===== config.mk =====
export PLATFORM = sky130hd
export DESIGN_NAME = gray_rx_monitor
export DESIGN_NICKNAME = d
export VERILOG_FILES = /design/src/rtl/gray_pkg.sv /design/src/rtl/gray2bin_comb.sv /design/src/rtl/gray_rx_monitor.sv
export SDC_FILE = /design/constraint.sdc
export NUM_CORES = 1
export LEC_CHECK = 0
export BUFFER_PORTS_ARGS = -buffer_cell sky130_fd_sc_hd__buf_2
export CORE_ASPECT_RATIO = 0.7
export CORE_MARGIN = 2
export CORE_UTILIZATION = 40
export DETAILED_ROUTE_END_ITERATION = 10
export MAX_ROUTING_LAYER = met4
export RECOVER_POWER = 25
export SLEW_MARGIN = 0
export SYNTH_ARGS = -nofsm -noshare
export SYNTH_HDL_FRONTEND = slang
export SYNTH_SLANG_ARGS = --single-unit

===== constraint.sdc =====
create_clock -name clk -period 3.95 [get_ports clk]
set_input_delay 0.395 -clock clk [delete_from_list [all_inputs] [get_ports clk]]
set_output_delay 0.395 -clock clk [all_outputs]
set_load 0.02 [all_outputs]

===== src/rtl/gray_pkg.sv =====
// rtl/gray_pkg.sv - shared FSM encodings and Gray decode helper for the Gray receive path
//
// Purpose: state encodings for the Gray receive monitor FSM and a width-generic
//          Gray-to-binary helper shared with Gray-source benches.
// Contents:
//   ST_IDLE / ST_ACQ / ST_LOCKED  2-bit state encodings
//   state_t                       FSM state enum built on those encodings
//   gray2bin(g, n)                decodes the low n bits of g (n <= GMAX)
package gray_pkg;

   localparam logic [1:0] ST_IDLE   = 2'd0;
   localparam logic [1:0] ST_ACQ    = 2'd1;
   localparam logic [1:0] ST_LOCKED = 2'd2;

   localparam int GMAX = 32;

   typedef enum logic [1:0] {
      IDLE   = ST_IDLE,
      ACQ    = ST_ACQ,
      LOCKED = ST_LOCKED
   } state_t;

   // Binary bit i is the XOR of all Gray bits from the top down to bit i.
   function automatic logic [GMAX-1:0] gray2bin(input logic [GMAX-1:0] g, input int n);
      logic [GMAX-1:0] msk;
      logic [GMAX-1:0] b;
      msk = '0;
      b   = '0;
      for (int j = 0; j < GMAX; j++) begin
         if (j < n) msk[j] = 1'b1;
      end
      for (int i = 0; i < GMAX; i++) begin
         if (i < n) b[i] = ^((g & msk) >> i);
      end
      return b;
   endfunction

endpackage


===== src/rtl/gray2bin_comb.sv =====
// rtl/gray2bin_comb.sv - combinational N-bit Gray-to-binary decoder
//
// Purpose: pure combinational decode, b[N-1] = g[N-1], b[i] = b[i+1] ^ g[i].
// Ports:
//   gray  in  N  Gray-coded value
//   bin   out N  binary value
module gray2bin_comb #(
   parameter int N = 4
) (
   input  logic [N-1:0] gray,
   output logic [N-1:0] bin
);

   // Unrolled prefix XOR: each bit reduces the Gray bits at and above it,
   // which avoids a bit-to-bit dependency chain inside one vector.
   for (genvar i = 0; i < N; i++) begin : g_bit
      assign bin[i] = ^gray[N-1:i];
   end

endmodule


===== src/rtl/gray_rx_monitor.sv =====
// rtl/gray_rx_monitor.sv - Gray bus receiver: decode, step classification, lock and error stats
//
// Purpose: samples a Gray-coded bus, decodes it to binary two edges later, flags each
//          sample as hold/up/down/illegal relative to the previous one, and tracks lock.
// Ports:
//   clk        in   1    system clock, rising edge
//   rst        in   1    synchronous active-high reset
//   clk_en     in   1    sample enable for gray_in
//   gray_in    in   N    Gray-coded input bus
//   clr_err    in   1    synchronous clear of err_count
//   bin_out    out  N    decoded value of last accepted sample
//   valid      out  1    pulse: bin_out and step flags updated
//   step_up    out  1    pulse: +1 step
//   step_down  out  1    pulse: -1 step
//   err        out  1    pulse: illegal step
//   locked     out  1    level: FSM in LOCKED
//   err_count  out  ECW  saturating illegal-step count
module gray_rx_monitor
   import gray_pkg::*;
#(
   parameter int N        = 4,
   parameter int LOCK_CNT = 3,
   parameter int ECW      = 8
) (
   input  logic           clk,
   input  logic           rst,
   input  logic           clk_en,
   input  logic [N-1:0]   gray_in,
   input  logic           clr_err,
   output logic [N-1:0]   bin_out,
   output logic           valid,
   output logic           step_up,
   output logic           step_down,
   output logic           err,
   output logic           locked,
   output logic [ECW-1:0] err_count
);

   localparam int LCW = $clog2(LOCK_CNT + 1);

   logic [N-1:0]   gray_q;
   logic           s1_v;
   logic [N-1:0]   bin_s2;
   logic [N-1:0]   prev_bin;
   logic [N-1:0]   diff;
   state_t         state;
   state_t         state_nx;
   logic [LCW-1:0] lock_cnt;
   logic [LCW-1:0] lock_cnt_nx;
   logic           is_up;
   logic           is_down;
   logic           is_err;

   // Stage 1: capture. A pending sample is dropped by reset.
   always_ff @(posedge clk) begin
      if (rst) begin
         gray_q <= '0;
         s1_v   <= 1'b0;
      end else begin
         s1_v <= clk_en;
         if (clk_en) gray_q <= gray_in;
      end
   end

   gray2bin_comb #(.N(N)) u_dec (
      .gray (gray_q),
      .bin  (bin_s2)
   );

   // Modular difference makes wrap-around (max->0, 0->max) a legal single step.
   assign diff = bin_s2 - prev_bin;

   // FSM state register
   always_ff @(posedge clk) begin
      if (rst) begin
         state    <= IDLE;
         lock_cnt <= '0;
      end else begin
         state    <= state_nx;
         lock_cnt <= lock_cnt_nx;
      end
   end

   // Classifier and next-state logic; only a stage-2 sample moves anything.
   always_comb begin
      is_up       = 1'b0;
      is_down     = 1'b0;
      is_err      = 1'b0;
      state_nx    = state;
      lock_cnt_nx = lock_cnt;
      if (s1_v) begin
         if (state == IDLE) begin
            // First sample only seeds prev_bin; there is nothing to compare against.
            state_nx    = ACQ;
            lock_cnt_nx = '0;
         end else begin
            if (diff == N'(1))       is_up   = 1'b1;
            else if (diff == '1)     is_down = 1'b1;
            else if (diff != '0)     is_err  = 1'b1;
            case (state)
               ACQ: begin
                  if (is_err) begin
                     lock_cnt_nx = '0;
                  end else if (is_up || is_down) begin
                     if (lock_cnt == LCW'(LOCK_CNT - 1)) begin
                        state_nx    = LOCKED;
                        lock_cnt_nx = '0;
                     end else begin
                        lock_cnt_nx = lock_cnt + 1'b1;
                     end
                  end
               end
               LOCKED: begin
                  if (is_err) begin
                     state_nx    = ACQ;
                     lock_cnt_nx = '0;
                  end
               end
               default: begin
                  state_nx    = IDLE;
                  lock_cnt_nx = '0;
               end
            endcase
         end
      end
   end

   assign locked = (state == LOCKED);

   // Stage 2 outputs. prev_bin follows every sample, illegal ones included,
   // so a single glitch costs one err rather than a stream of them.
   always_ff @(posedge clk) begin
      if (rst) begin
         bin_out   <= '0;
         prev_bin  <= '0;
         valid     <= 1'b0;
         step_up   <= 1'b0;
         step_down <= 1'b0;
         err       <= 1'b0;
      end else begin
         valid     <= s1_v;
         step_up   <= is_up;
         step_down <= is_down;
         err       <= is_err;
         if (s1_v) begin
            bin_out  <= bin_s2;
            prev_bin <= bin_s2;
         end
      end
   end

   // Clear beats a coincident error.
   always_ff @(posedge clk) begin
      if (rst) begin
         err_count <= '0;
      end else if (clr_err) begin
         err_count <= '0;
      end else if (is_err && (err_count != '1)) begin
         err_count <= err_count + 1'b1;
      end
   end

endmodule


Word-level counts from Yosys, hierarchy flattened --
Index checks and enable logic that the tools add are counted. Widths: inputs -> output; s select.
Word-level totals: output and inout port bits 17, bits of input ports 8, logic and storage cells 62, register bits 25
Operators by class: add/subtract/negate cells 3, bitwise logic cells 1, reduce and logical (&&, ||, !) cells 11, equal/unequal tests 11, muxes and demuxes 26
Operator list (number):
- $mux 2 | 10
- $mux 1 | 14
- $ne 3x3->1 const B | 3
- $add 8x1->8 const B | 1
- $ne 8x8->1 const B | 1
- $pmux 2 s2 | 2
- $reduce_and 5->1 | 1
- $eq 2x2->1 const B | 2
- $eq 4x1->1 const B | 1
- $eq 4x4->1 const B | 1
- $ne 4x4->1 const B | 1
- $reduce_bool 4->1 | 1
- $reduce_xor 4->1 | 1
- $sub 4x4->4 | 1
- $ne 3x1->1 const B | 1
- $reduce_and 3->1 | 1
- $reduce_or 3->1 | 1
- $reduce_xor 3->1 | 1
- $add 2x1->2 const B | 1
- $eq 2x1->1 const B | 1
- $logic_not 2->1 | 1
- $reduce_or 2->1 | 1
- $reduce_xor 2->1 | 1
- $logic_and 1x1->1 | 1
- other kinds (2) | 2

Longest topological paths before layout --
word-level depth 12, depth in mapped cells 13, gate-level depth less buffers 11

Hierarchy --
Synthesis repeated with hierarchy kept, for this count alone.
Second synthesis, totals: cells, all modules 150, area, all modules 1340.0 sq um
By module, submodules not included:
- gray_rx_monitor | area an instance 1290.0 sq um, seq. area each 500.5 sq um, instances 1, cells each 145
- gray2bin_comb | area an instance 50.0 sq um, seq. area each 0.0 sq um, instances 1, cells each 5

Worst setup path before layout --
No wires, ideal clock.
path type register to register, start register gray_q[3], end register err_count[2], stages on the path, launching flop included 13, path slack 0.957 ns, period minus slack after synthesis 2.993 ns, library setup time 0.091 ns, required time 3.859 ns, data arrival time 2.903 ns, path buffers 1, path through dfxtp_1 buf_6 xnor2_1 xnor2_1 xnor2_1 ha_1 inv_1 fa_1 xor2_1 or2_1 or3_4 and4_4 a311oi_1
On the way: word-level cells in the longest chain between the ends 11, elaborated cells between the ends (all ways) 15, classes of those cells 1 x add/sub; 2 x eq/ne; 7 x mux; 5 x reduce/logical
Ends and longest elaborated chain:
- start: declaration | line gray_rx_monitor.sv:41 | logic [N-1:0] gray_q;
- start signal: assignment | line gray_rx_monitor.sv:61 | if (clk_en) gray_q <= gray_in;
- $reduce_xor 3->1 (*) | line gray2bin_comb.sv:17 | assign bin[i] = ^gray[N-1:i];
- named net bin_s2[1] | line gray_rx_monitor.sv:43 | logic [N-1:0] bin_s2;
- $sub 4x4->4 (*) | line gray_rx_monitor.sv:71 | assign diff = bin_s2 - prev_bin;
- $reduce_bool 4->1 | line gray_rx_monitor.sv:99 | else if (diff != '0) is_err = 1'b1;
- $mux 1 | line gray_rx_monitor.sv:99
- $mux 1 | line gray_rx_monitor.sv:98 | else if (diff == '1) is_down = 1'b1;
- $mux 1 (*) | line gray_rx_monitor.sv:97 | if (diff == N'(1)) is_up = 1'b1;
- $mux 1 (*) | line gray_rx_monitor.sv:92 | if (state == IDLE) begin
- $mux 1 (*) | line gray_rx_monitor.sv:91 | if (s1_v) begin
- $mux 1 (*) | line gray_rx_monitor.sv:92
- $mux 1 (*) | line gray_rx_monitor.sv:91
- $logic_and 1x1->1 (*) | line gray_rx_monitor.sv:158 | end else if (is_err && (err_count != '1)) begin
- end signal: assignment | line gray_rx_monitor.sv:159 | err_count <= err_count + 1'b1;
- end: declaration | line gray_rx_monitor.sv:36 | output logic [ECW-1:0] err_count
Mark *: on every way through the listed nets, which the timed path passes. The rest lies on a longest branch. The select of a mux whose other input is x is not followed. A chain may end at the register's enable or synchronous reset.

Worst setup path after layout --
start register gray_q[3], end register lock_cnt[1]
On the way: word-level cells in the longest chain between the ends 11, elaborated cells between the ends (all ways) 26, classes of those cells 1 x add/sub; 4 x eq/ne; 15 x mux; 6 x reduce/logical
Ends and longest elaborated chain:
- $reduce_xor 3->1 (*) | line gray2bin_comb.sv:17
- named net bin_s2[1] | line gray_rx_monitor.sv:43
- $sub 4x4->4 (*) | line gray_rx_monitor.sv:71
- $reduce_bool 4->1 | line gray_rx_monitor.sv:99
- $mux 1 | line gray_rx_monitor.sv:99
- $mux 1 | line gray_rx_monitor.sv:98
- $mux 1 | line gray_rx_monitor.sv:97
- $mux 1 | line gray_rx_monitor.sv:92
- $mux 1 | line gray_rx_monitor.sv:91
- $mux 2 | line gray_rx_monitor.sv:102 | if (is_err) begin
- $pmux 2 s2 | line gray_rx_monitor.sv:100 | case (state)
- $mux 2 | line gray_rx_monitor.sv:92
- end signal: assignment | line gray_rx_monitor.sv:80 | lock_cnt <= lock_cnt_nx;
- end: declaration | line gray_rx_monitor.sv:48 | logic [LCW-1:0] lock_cnt;
Marks and branches as above.

==> impl_metrics.env <==
export IMPL_critical_path_slowest_cell="nor3_2"
export IMPL_ff2ff_path_depth=11
export IMPL_drt_pass1_iterations=4
export IMPL_worst_path_most_repeated_cell="xnor2_1"
export IMPL_antenna_left=0
export IMPL_clock_skew_ps=2.18
export IMPL_clockBufferDepth=2
export IMPL_cap_violations=0
export IMPL_routed_wl_um=3200
export IMPL_portBuffers=24
export IMPL_area_growth_pct=12.4
export IMPL_coreArea_um2=3250
export IMPL_antenna_found_initial=0
export IMPL_critPathMaxFanout=14
export IMPL_worst_ep_arrival_time_ps=3750
export IMPL_synth_fp_nets=174
export IMPL_min_period_ps=3580
export IMPL_die_area_um2=4000
export IMPL_post_cts_resized=0
export IMPL_die_w_um=74.7
export IMPL_synth_area_leaders="dfxtp_1 36%, mux2i_1 5.7%, nor3_1 3.9%"
export IMPL_synth_main_ff_cell="dfxtp_1"
export IMPL_dpl_hpwl_um=2420
export IMPL_dr_total_vias=1241
export IMPL_grt_max_degree=19
export IMPL_grt_setup_unrepaired="no"
export IMPL_setup_viol=0
export IMPL_whs_path_depth=3
export IMPL_synthArstFlopShare_pct=0
export IMPL_synth_edf_count=0
export IMPL_tns_ps=0
export IMPL_cts_setup_buffers=0
export IMPL_track_usage_pct=18.4
export IMPL_io_pins=25
export IMPL_synth_most_common_cell="dfxtp_1"
export IMPL_outcome="finished clean"
export IMPL_drtIter0Drc=127
export IMPL_min_path_type="input port to flop"
export IMPL_post_route_period_util_pct=90.5
export IMPL_slew_headroom_pct=45.1
export IMPL_yosysSeqAreaShare_pct=35.7
export IMPL_cts_tree="yes"
export IMPL_die_height_um=53.5
export IMPL_fillers=342
export IMPL_grt_pass1_wl_um=5380
export IMPL_routabilityCongestion=0.970
export IMPL_grt_pass1_vias=1131
export IMPL_hold_path_end="gray_q[1]$_SDFFE_PP0P_"
export IMPL_critical_path_cell_chain="xnor2_1 -> xnor2_1 -> xnor2_1 -> ha_1 -> inv_1 -> fa_1 -> xor2_1 -> nand2_1 -> nor3_2 -> a21oi_1 -> o41ai_1"
export IMPL_synth_distinct_cells=42
export IMPL_num_rows=17
export IMPL_numCtsBuffers=3
export IMPL_diodes=0
export IMPL_cts_clk_slew_worst_paths_ps=90
export IMPL_tightestPinTransition_ps=820
export IMPL_p_leak_nw=0.611
export IMPL_start_util_pct=43.0
export IMPL_max_freq_ghz=0.280
export IMPL_slew_violations=0
export IMPL_slowest_delay_ps=650
export IMPL_clkLatencyLatePin_ps=270
export IMPL_drc=0
export IMPL_finalHoldViolCount=0
export IMPL_endpoint_kind="flop"
export IMPL_cts_hold_buf=0
export IMPL_finalNetCount=196
export IMPL_cts_sinks=25
export IMPL_path_class="flop to flop"
export IMPL_h_tree_depth=1
export IMPL_netlist_instances=161
export IMPL_synth_top_area_cell="dfxtp_1"
export IMPL_r2r_start="gray_q[3]$_SDFFE_PP0P_"
export IMPL_avgViaCountPerCell=5.42
export IMPL_syn_area_um2=1400
export IMPL_synth_avg_cell_area_um2=8.70
export IMPL_min_from="gray_in[1]"
export IMPL_post_drt_wl_per_cell_um=14.0
export IMPL_crit_path_start_kind="flop"
export IMPL_cts_root_buf="clkbuf_8"
export IMPL_synth_top_area_share_pct=35.7
export IMPL_grt_overflow=0
export IMPL_required_ps=4120
export IMPL_synth_seq_cells=25
export IMPL_drive_gt1_share_pct=18.7
export IMPL_yosys_warnings=0
export IMPL_synth_commonest_cells="25 x dfxtp_1, 14 x nand2_1, 13 x nor2_1"
export IMPL_vdd_drop_max_v=0.000197
export IMPL_power_density_nw_per_um2=364
export IMPL_r2r_end="lock_cnt[1]$_SDFFE_PP0P_"
export IMPL_r2r_slack_ps=370
export IMPL_power_mw=0.572
state kept, by name, summed over array words and instances (netlist names):
signal,count
step_down,1
valid,1
lock_cnt,2
err,1
step_up,1
prev_bin,4
s1_v,1
state,2
gray_q,4
err_count,8
critical path, delay by kind of cell, from the launching register on:
kind | cells | cell delay (ps)
adders and majority gates | 2 | 580
and+or+nand+nor | 2 | 820
xor gates and xnor gates | 4 | 1140
DFF | 1 | 460
buffers and inverters | 1 | 50
AOI/OAI and AO/OA | 2 | 420
report_power, final:
part / switching [mW] / total (mW) / internal [mW]
Clock: 0.0849 / 0.156 / 0.0707
Combinational: 0.0932 / 0.149 / 0.0561
Sequential: 0.00833 / 0.267 / 0.259
stage by stage:
| step | instances | utilization [%] | worst slack, ps | instance area [um^2] | hold WS, ps |
|---|---|---|---|---|---|
| 2_1_floorplan | 161 | - | 957 | 1400 | 454 |
| 3_3_place_gp | 225 | 47.1 | 781 | 1530 | 471 |
| 3_5_place_dp | 225 | 47.1 | 481 | 1530 | 481 |
| 4_1_cts | 229 | 48.5 | 438 | 1580 | 345 |
| 5_1_grt | 229 | 48.4 | 70.6 | 1570 | 351 |
| 6_report | 229 | 48.4 | 374 | 1570 | 353 |
how the worst max path moves through the flow:
| stage | startpoint | end | slack (ps) | depth (start not counted) |
|---|---|---|---|---|
| 6_report | gray_q[3]$_SDFFE_PP0P_ | lock_cnt[1]$_SDFFE_PP0P_ | 370 | 11 |
| 5_1_grt | gray_q[3]$_SDFFE_PP0P_ | lock_cnt[1]$_SDFFE_PP0P_ | 70 | 11 |
| 4_1_cts | gray_q[3]$_SDFFE_PP0P_ | lock_cnt[1]$_SDFFE_PP0P_ | 440 | 11 |
| 3_5_place_dp | gray_q[3]$_SDFFE_PP0P_ | lock_cnt[1]$_SDFFE_PP0P_ | 480 | 11 |
| 3_3_place_gp | gray_q[3]$_SDFFE_PP0P_ | err_count[4]$_SDFFE_PP0P_ | 780 | 12 |
| 2_1_floorplan | gray_q[3]$_SDFFE_PP0P_ | err_count[2]$_SDFFE_PP0P_ | 960 | 12 |
cell usage in the layout, fill, tap and decap left out, types with 2 or more instances in the layout:
cell type,Yosys,routed
a211oi_1,2,2
a21oi_1,8,8
a21oi_2,2,2
a41oi_1,2,2
buf_2,1,20
clkbuf_1,3,4
clkbuf_8,0,3
dfxtp_1,25,25
ha_1,4,4
inv_1,6,6
mux2i_1,8,8
nand2_1,14,14
nand2b_1,2,2
nand3_1,4,4
nor2_1,13,13
nor2b_1,6,6
nor3_1,11,11
nor3_2,2,2
nor4_1,4,4
o21ai_0,3,3
o311ai_0,2,2
o31ai_1,4,4
o41ai_1,3,3
or3_1,3,3
or3_4,2,2
or4_1,4,4
xnor2_1,4,4
xor2_1,2,2
cell families (layout without fill, tap and decap cells):
kind of cell             Yosys count  count (layout)  share of synthesized area, %
AND/OR/NAND/NOR                   73              73                          29.2
AO/OA/AOI/OAI                     30              30                          15.1
flip-flops                        25              25                          35.7
buffers and inverters             14              35                          5.45
multiplexers                       8               8                          5.72
XOR/XNOR                           6               6                          3.75
adder cells (fa/ha/maj)            5               5                          5.00
per-layer routing:
| layer | routed length (um) | up-vias | global-route usage (%) |
|---|---|---|---|
| met2 | 1300 | 39 | 25.2 |
| met1 | 1670 | 569 | 26.8 |
| met4 | 18 | 0 | 4.76 |
| met5 | 0 | - | - |
| li1 | - | 631 | - |
| met3 | 210 | 2 | 4.19 |
layout make-up:
class                   count  area, um^2  share of cell area [%]
inverters                   6        22.5                    1.43
flip-flops and latches     25         500                    31.8
repair buffers             25         123                    7.79
multi-input cells         122         823                    52.3
clock inverters             1        5.00                   0.318
well taps                  47        58.8                    3.74
clock buffers               3        41.3                    2.62
Note: power is estimated with default switching activity, not from simulation.
